`config.mk`:
```
export PLATFORM = sky130hd
export DESIGN_NAME = inst_buf_ctrl
export DESIGN_NICKNAME = d
export VERILOG_FILES = /design/src/rtl/inst_buf_ctrl.sv
export SDC_FILE = /design/constraint.sdc
export NUM_CORES = 1
export LEC_CHECK = 0
export CAP_MARGIN = 30
export CELL_PAD_IN_SITES_DETAIL_PLACEMENT = 1
export CELL_PAD_IN_SITES_GLOBAL_PLACEMENT = 1
export CORE_UTILIZATION = 31
export CTS_CLUSTER_DIAMETER = 120
export DETAILED_ROUTE_END_ITERATION = 10
export MAX_ROUTING_LAYER = met4
export PLACE_DENSITY = 0.76
export SETUP_SLACK_MARGIN = 0.15
export SLEW_MARGIN = 20
export SYNTH_ARGS = -nofsm -noshare
export SYNTH_HDL_FRONTEND = slang
export SYNTH_SLANG_ARGS = --single-unit
```
`constraint.sdc`:
```
create_clock -name clk -period 2.9 [get_ports clk]
set_input_delay 0.435 -clock clk [delete_from_list [all_inputs] [get_ports clk]]
set_output_delay 0.435 -clock clk [all_outputs]
set_load 0.01 [all_outputs]
```
`src/rtl/inst_buf_ctrl.sv`:
```
// -----------------------------------------------------------------------------
// inst_buf_ctrl
//
// Pointer and occupancy controller for the dual-write / dual-read instruction
// buffer that sits between IF and ID. Each cycle it decides how many fetched
// instructions (0-2) enter the buffer and how many (0-2) leave toward ID. It
// drives the storage addresses and the back-pressure to IF. The storage array
// lives outside this block.
//
// Parameters
//   DEPTH        number of buffer entries (power of two, >= 4)
//   PTR_W        log2(DEPTH), address width
//
// Ports
//   clk          clock, all state updates on the rising edge
//   rst          asynchronous reset, active low
//   stop         ID stall: blocks issue only, writes still proceed
//   branch_flag  flush request (taken branch / redirect)
//   in_valid     IF offers slot0/slot1 (legal codes 00, 01, 11)
//   out_ready    ID accepts slot0/slot1 (legal codes 00, 01, 11)
//   wr_en        storage write enable per slot
//   wr_addr0/1   storage write addresses (tail, tail+1)
//   rd_addr0/1   storage read addresses (head, head+1)
//   out_valid    head entries valid toward ID
//   count        current occupancy, 0..DEPTH
//   instbuf_full fewer than two free entries; IF must hold off
//   empty        occupancy is zero
//   err_illegal  sticky flag: an illegal in_valid/out_ready code was seen
// -----------------------------------------------------------------------------
module inst_buf_ctrl #(
    parameter int DEPTH = 16,
    parameter int PTR_W = 4
) (
    input  logic             clk,
    input  logic             rst,
    input  logic             stop,
    input  logic             branch_flag,
    input  logic [1:0]       in_valid,
    input  logic [1:0]       out_ready,
    output logic [1:0]       wr_en,
    output logic [PTR_W-1:0] wr_addr0,
    output logic [PTR_W-1:0] wr_addr1,
    output logic [PTR_W-1:0] rd_addr0,
    output logic [PTR_W-1:0] rd_addr1,
    output logic [1:0]       out_valid,
    output logic [PTR_W:0]   count,
    output logic             instbuf_full,
    output logic             empty,
    output logic             err_illegal
);

    localparam int CW = PTR_W + 1;
    // Full as soon as fewer than two entries are free, so a two-wide write
    // that has already been accepted can never overflow the array.
    localparam logic [CW-1:0]    FULL_THR     = CW'(DEPTH - 2);
    localparam logic [1:0]       CODE_ILLEGAL = 2'b10;
    localparam logic [PTR_W-1:0] PTR_ONE      = PTR_W'(1);

    logic [PTR_W-1:0] wr_ptr_q, wr_ptr_d;
    logic [PTR_W-1:0] rd_ptr_q, rd_ptr_d;
    logic [CW-1:0]    cnt_q,    cnt_d;
    logic             err_q,    err_d;

    logic             in_legal;
    logic             wr_ok;
    logic [1:0]       n_wr;
    logic [1:0]       n_rd;

    // ------------------------------------------------------------------
    // Combinational status and addresses (pointers wrap naturally because
    // DEPTH is a power of two).
    // ------------------------------------------------------------------
    assign wr_addr0     = wr_ptr_q;
    assign wr_addr1     = wr_ptr_q + PTR_ONE;
    assign rd_addr0     = rd_ptr_q;
    assign rd_addr1     = rd_ptr_q + PTR_ONE;
    assign count        = cnt_q;
    assign empty        = (cnt_q == '0);
    assign instbuf_full = (cnt_q > FULL_THR);
    assign err_illegal  = err_q;

    // Writes are all-or-nothing: an illegal offer, a flush or back-pressure
    // suppresses both slots together.
    assign in_legal = (in_valid != CODE_ILLEGAL);
    assign wr_ok    = !branch_flag && !instbuf_full && in_legal;

    generate
        for (genvar gi = 0; gi < 2; gi++) begin : g_slot
            assign wr_en[gi]     = wr_ok & in_valid[gi];
            // Slot gi toward ID is valid once more than gi entries are held.
            assign out_valid[gi] = (cnt_q > CW'(gi));
        end
    endgenerate

    assign n_wr = {1'b0, wr_en[0]} + {1'b0, wr_en[1]};

    // In-order issue. out_ready==10 has bit0 clear, so it falls through to
    // zero without needing its own case.
    always_comb begin
        n_rd = 2'd0;
        if (!(stop || branch_flag)) begin
            if (out_ready == 2'b11 && out_valid == 2'b11) begin
                n_rd = 2'd2;
            end else if (out_ready[0] && out_valid[0]) begin
                n_rd = 2'd1;
            end
        end
    end

    // ------------------------------------------------------------------
    // Next-state
    // ------------------------------------------------------------------
    always_comb begin
        wr_ptr_d = wr_ptr_q;
        rd_ptr_d = rd_ptr_q;
        cnt_d    = cnt_q;
        err_d    = err_q | (in_valid == CODE_ILLEGAL) | (out_ready == CODE_ILLEGAL);
        if (branch_flag) begin
            // Flush wins over stop and over any offered instructions.
            wr_ptr_d = '0;
            rd_ptr_d = '0;
            cnt_d    = '0;
        end else begin
            wr_ptr_d = wr_ptr_q + {{(PTR_W-2){1'b0}}, n_wr};
            rd_ptr_d = rd_ptr_q + {{(PTR_W-2){1'b0}}, n_rd};
            cnt_d    = cnt_q + {{(CW-2){1'b0}}, n_wr} - {{(CW-2){1'b0}}, n_rd};
        end
    end

    always_ff @(posedge clk or negedge rst) begin
        if (!rst) begin
            wr_ptr_q <= '0;
            rd_ptr_q <= '0;
            cnt_q    <= '0;
            err_q    <= 1'b0;
        end else begin
            wr_ptr_q <= wr_ptr_d;
            rd_ptr_q <= rd_ptr_d;
            cnt_q    <= cnt_d;
            err_q    <= err_d;
        end
    end

endmodule
```
## Word level (Yosys, flattened, before mapping)

Cells that the tools add are included.
W data, S select, Z words.

- Add/subtract/negate cells: 7
- Mux-type cells: 6
- Bitwise gates (word level): 4
- Reductions and logical operators: 8
- Eq/ne operators: 5
- $lt $le $gt $ge: 3

Operators with widths:

| cell | count |
|---|---|
| $gt A5 B1 Y1 const B | 2 |
| $add A4 B1 Y4 const B | 2 |
| $add A4 B2 Y4 | 2 |
| $eq A2 B2 Y1 const B | 4 |
| $mux W4 | 2 |
| $add A5 B2 Y5 | 1 |
| $gt A5 B4 Y1 const B | 1 |
| $logic_not A5 Y1 | 1 |
| $mux W5 | 1 |
| $sub A5 B2 Y5 | 1 |
| $logic_and A1 B1 Y1 | 4 |
| $mux W2 | 2 |
| $add A1 B1 Y2 | 1 |
| $and A1 B1 Y1 | 2 |
| $logic_not A1 Y1 | 2 |
| $ne A2 B2 Y1 const B | 1 |
| $or A1 B1 Y1 | 2 |
| $logic_or A1 B1 Y1 | 1 |
| $mux W1 | 1 |

- Register bits: 14
- Output and inout port bits: 28
- Word-level logic and storage cells: 37
- Input bits: 8

## Logic depth before layout (Yosys ltp)

- Depth in word-level cells: 9
- Mapped depth: 15
- Gate-level depth less buffers: 15

## Worst setup path before layout

OpenSTA, ideal clock, no wires.

- Path type: register to register
- From: register cnt_q[2], in the netlist count[2]
- To: register cnt_q[4], in the netlist count[4]
- Path slack: -531 ps
- Buffers on the path: 0
- Stages on the path, launching flop included: 12
- Arrival time: 3306 ps
- Data required time: 2775 ps
- Cells stage by stage: dfrtp_1 ha_1 nor2b_1 o21ai_1 nor4_1 ha_1 inv_1 fa_1 fa_1 nand2b_1 a21oi_1 mux2_2

- Longest elaborated chain between the ends: 9
- Elaborated cells between the ends (all ways): 18
- Those cells by class: add/sub: 3; order compare: 3; eq/ne: 1; mux: 4; bitwise: 2; reduce/logical: 5

Ends and longest elaborated chain:

| item | line | RTL |
|---|---|---|
| from (decl) | 61 | `logic [CW-1:0] cnt_q, cnt_d;` |
| from (signal assigned) | 139 | `cnt_q <= cnt_d;` |
| $gt A5 B4 Y1 | 79 | `assign instbuf_full = (cnt_q > FULL_THR);` |
| via instbuf_full | 47 | `output logic instbuf_full,` |
| $logic_not A1 Y1 | 85 | `assign wr_ok = !branch_flag && !instbuf_full && in_legal;` |
| $logic_and A1 B1 Y1 (2 in series) | 85 |  |
| $and A1 B1 Y1 | 89 | `assign wr_en[gi] = wr_ok & in_valid[gi];` |
| via wr_en[1] | 40 | `output logic [1:0] wr_en,` |
| $add A1 B1 Y2 | 95 | `assign n_wr = {1'b0, wr_en[0]} + {1'b0, wr_en[1]};` |
| $add A5 B2 Y5 | 126 | `cnt_d = cnt_q + {{(CW-2){1'b0}}, n_wr} - {{(CW-2){1'b0}}, n_rd};` |
| $sub A5 B2 Y5 | 126 |  |
| $mux W5 | 118 | `if (branch_flag) begin` |
| via cnt_d[4] | 61 |  |

The timed path passes the listed nets, and every way through them passes these cells.

## Final worst setup path

- From: register cnt_q[3], in the netlist count[3]
- To: register cnt_q[4], in the netlist count[4]

- Longest elaborated chain between the ends: 9
- Elaborated cells between the ends (all ways): 18
- Those cells by class: add/sub: 3; order compare: 3; eq/ne: 1; mux: 4; bitwise: 2; reduce/logical: 5

Ends and longest elaborated chain:

| item | line |
|---|---|
| $gt A5 B4 Y1 | 79 |
| $logic_not A1 Y1 | 85 |
| $logic_and A1 B1 Y1 (2 in series) | 85 |
| $and A1 B1 Y1 | 89 |
| $add A1 B1 Y2 | 95 |
| $add A5 B2 Y5 | 126 |
| $sub A5 B2 Y5 (*) | 126 |
| $mux W5 (*) | 118 |
| via cnt_d[4] | 61 |

The timed path passes the listed nets; every way through them passes the cells marked *.

==> tab_implementation.tex <==
\begin{tabular}{lr}
\hline
Metric & Value \\
\hline
\multicolumn{2}{l}{\textbf{Pwr}} \\
Static Leakage & 0.8649 nW \\
Final Total Pwr & roughly 1.5 mW \\
Worst voltage drop across the vdd grid & 370.6 uV \\
Pwr/cell area & about 770 nW/um\^{}2 \\
\multicolumn{2}{l}{\textbf{Global routing}} \\
Global-route usage over all layers & 22.26\% \\
Global-route wire length before repair & 5526 microns \\
Remaining Overflow, GRT & 0 \\
Vias in the first global route & approximately 1100 \\
Maximum number of pins on one net before global-route repair & 15 \\
Antenna violations before repair & 0 \\
\multicolumn{2}{l}{\textbf{Floorplan}} \\
Height of the die & 61.33 microns \\
Area of the core & 3363 sq um \\
Die W & 61.33 microns \\
Std cell rows & 21 \\
Number of I/O pins & 36 \\
Die footprint & 3761 sq um \\
Effective utilization at floorplan & 32.44\% \\
\multicolumn{2}{l}{\textbf{Worst setup path}} \\
Worst flop-to-flop path endpoint & count[4] \\
Arrival time of the worst setup path & about 3.2 ns \\
Kind of end point of the critical path & flop \\
Worst Reg-to-Reg Cells & 14 \\
Data required time at the worst endpoint & 3.08 ns \\
Worst Path Class, Setup & flop to flop \\
Launch instance of the worst register-to-register path & count[3] \\
Reg-to-reg slack, setup & -0.07 ns \\
Critical Path Source Type & flop \\
Peak fanout along the critical path & 4 \\
\multicolumn{2}{l}{\textbf{Route}} \\
Post-detailed-route count of antenna-violating nets & 0 \\
DRT Pass-1 Iters & 4 \\
Detailed router's first-iteration violation count & 32 \\
Mean number of vias per cell & 4.676 \\
Remaining DRCs & 0 \\
Total via count after detailed routing & 1024 \\
Total detailed-routing wirelength & 3516 microns \\
Routed wire per std cell & 16.05 microns \\
\multicolumn{2}{l}{\textbf{Logic synthesis}} \\
Most area-consuming cells after synthesis & dfrtp\_1 (32\%), ha\_1 (19\%), fa\_1 (7.3\%) \\
Post-Synth XOR/XNOR Area & 5.619\% \\
Post-synth EDFFs & 0 \\
Post-Synthesis Cell Area & 1091 sq um \\
Yosys reg bits & 14 \\
Cell type contributing the most total cell area after synthesis & dfrtp\_1 \\
Simple-gate share of the synthesized area & between 15 and 20\% \\
Share of cell area taken by muxes after synthesis & 1.032\% \\
Warnings from Yosys & 0 \\
Synth Area in Compound Gates & 10.09\% \\
Synthesized netlist net count & 139 \\
Fraction of synthesis flops using an asynchronous set or reset pin & 100.0\% \\
Count of distinct cell types in the synthesized netlist & 25 \\
Synth top area share & 32.11\% \\
Number of instances in the synthesized netlist & 110 \\
Post-synth top flop & dfrtp\_1 \\
Sequential share of the synthesized area & 32.11\% \\
Average footprint of a synthesized cell & 9.919 sq um \\
Share of synthesized cell area in full adder, half adder and majority cells & 26.83\% \\
Dominant combinational cell family by area after synthesis & adder cells \\
\multicolumn{2}{l}{\textbf{Clock tree}} \\
Number of buffers inserted during clock tree synthesis & 3 \\
Number of hold buffers added after CTS & 0 \\
Clock tree from TritonCTS & built \\
Clock slew at reported path FFs & $\sim$0.11 ns \\
Clock root buffer master & clkbuf\_4 \\
Sinks on Clock Net & 14 \\
Maximum buffer depth of the clock tree & 2 \\
Worst-skew pair later-pin latency & 0.30 ns \\
H-tree levels & 1 \\
\multicolumn{2}{l}{\textbf{Final layout}} \\
Core utilization of the finished layout & 57.14\% \\
Fraction of final layout cells with drive strength greater than 1 & 35.84\% \\
Area overhead of the layout relative to synthesis & 76.15\% \\
Final nets & 203 \\
Highest-count cells in the layout ignoring fill and taps & clkdlybuf4s50\_1 (33), buf\_4 (25), inv\_1 (12), dfrtp\_1 (12), ha\_1 (9) \\
Count of placed standard cells in the final layout, fillers left out & roughly 220 \\
Filler cell count & 383 \\
Most frequent standard cell in the layout excluding fill and tap cells & clkdlybuf4s50\_1 \\
Diodes inserted & 0 \\
\multicolumn{2}{l}{\textbf{STA}} \\
Slack of the critical path & -0.06754 ns \\
RSZ-0062 raised after global routing & yes \\
Period utilization & 102.3\% \\
Clock period minus final worst setup slack & about 3 ns \\
Final hold violations & 0 \\
Setup violations, final & 1 \\
Tightest slew margin relative to the limit & 53.27\% \\
Post-Route Setup TNS & -0.06754 ns \\
Worst slack on hold paths & 0.5032 ns \\
Max Clock Skew & 0.01498 ns \\
Measured slew at the worst slew-check pin & 0.6988 ns \\
Total count of max-transition violations in the final report & 0 \\
Timing-limited maximum frequency & 337.0 MHz \\
\multicolumn{2}{l}{\textbf{Placed design}} \\
Count of placed standard cells including taps & 208 \\
Count of buffers inserted at the top-level ports & 35 \\
Post-DP HPWL & around 2600 microns \\
Routability congestion estimate from global placement & 0.7915 \\
\multicolumn{2}{l}{\textbf{Min path}} \\
Hold path start & err\_illegal \\
Hold worst-path end & err\_illegal \\
Count of cells along the worst hold path & 2 \\
Min-delay worst type & flop to flop \\
\multicolumn{2}{l}{\textbf{Flow run}} \\
Maxcap violations & 0 \\
\multicolumn{2}{l}{\textbf{Outcome}} \\
Failing checks & setup timing \\
Status & complete, but fails checks \\
\hline
\end{tabular}
[through the flow]
stage | area [sq um] | setup WS, ns
after detailed placement | 1758 | -0.3576
after global placement | 1758 | -0.2543
after global routing | 1922 | -0.1747
after CTS | 1896 | -0.07375
final | 1922 | -0.06754
after floorplan | 1217 | -0.1245
[state kept, by name, indices dropped and copies added (netlist names)]
register     cells
count            5
err_illegal      1
wr_addr0         4
rd_addr0         4
[synth_stat cells (all sizes together) (2+ instances only)]
cell type / instances
dfrtp: 14
xnor2: 4
xor2: 3
inv: 19
o21ai: 4
nand3: 4
nor4: 2
nand2b: 3
nor2b: 8
nor3b: 2
or3: 2
a21oi: 8
nor2: 7
buf: 2
ha: 17
fa: 4
[metal layers]
| layer | GRT usage [%] | up-vias | share of wire [%] |
|---|---|---|---|
| met5 | - | - | 0 |
| met4 | 11.69 | 0 | 1.7 |
| met3 | 2.941 | 5 | 3.0 |
| met2 | 40.53 | 26 | 54 |
| met1 | 23.15 | 508 | 41 |
| li1 | - | 485 | - |
[repair_timing]
action,4_1_cts,5_1_grt
pin swaps,6,4
endpoints found under the setup margin,3,3
cloned,0,0
setup buffers,5,2
hold endpoints to repair,0,0
resized for setup,13,3
[area by class of cell]
type / instances / area (sq um) / area share [%]
clock buffer: 4 / 36.28 / 1.888
inverter: 19 / 73.82 / 3.841
multi-input combinational: 75 / 847.1 / 44.08
sequential: 14 / 352.8 / 18.36
tap: 46 / 57.56 / 2.995
timing repair buffer: 61 / 554.3 / 28.84
[critical path: stages (launching register included)]
cell      delay (ns)
dfrtp_2         0.48
inv_4           0.13
ha_4            0.13
nor3b_4         0.26
a211oi_4        0.06
nor4_2          0.22
buf_4           0.17
ha_4            0.20
inv_2           0.06
ha_4            0.13
inv_2           0.04
fa_2            0.39
nand2b_4        0.15
a21oi_2         0.14
mux2_4          0.30
[cell families after synthesis]
| logic type | Yosys count |
|---|---|
| flip-flops | 14 |
| adder cells (fa/ha/maj) | 21 |
| AO/OA/AOI/OAI | 16 |
| XOR/XNOR | 7 |
| buffers and inverters | 21 |
| AND/OR/NAND/NOR | 30 |
| multiplexers | 1 |
[where the power goes]
part	leakage [nW]	internal [mW]	switching, mW
clock network	0.0210	0.0766	0.0772
logic	0.661	0.588	0.449
registers	0.183	0.232	0.0655
[worst max path at each step]
stage                startpoint  endpoint  cells after the start  slack, ns
finish                 count[3]  count[4]                     14      -0.07
global route           count[3]  count[4]                     14      -0.17
CTS                    count[3]  count[4]                     10      -0.07
detailed placement  branch_flag  count[4]                      9      -0.36
global placement    branch_flag  count[4]                     12      -0.25
floorplan              count[4]  count[4]                     12      -0.12
No activity file was read; power rests on OpenSTA's default activity.
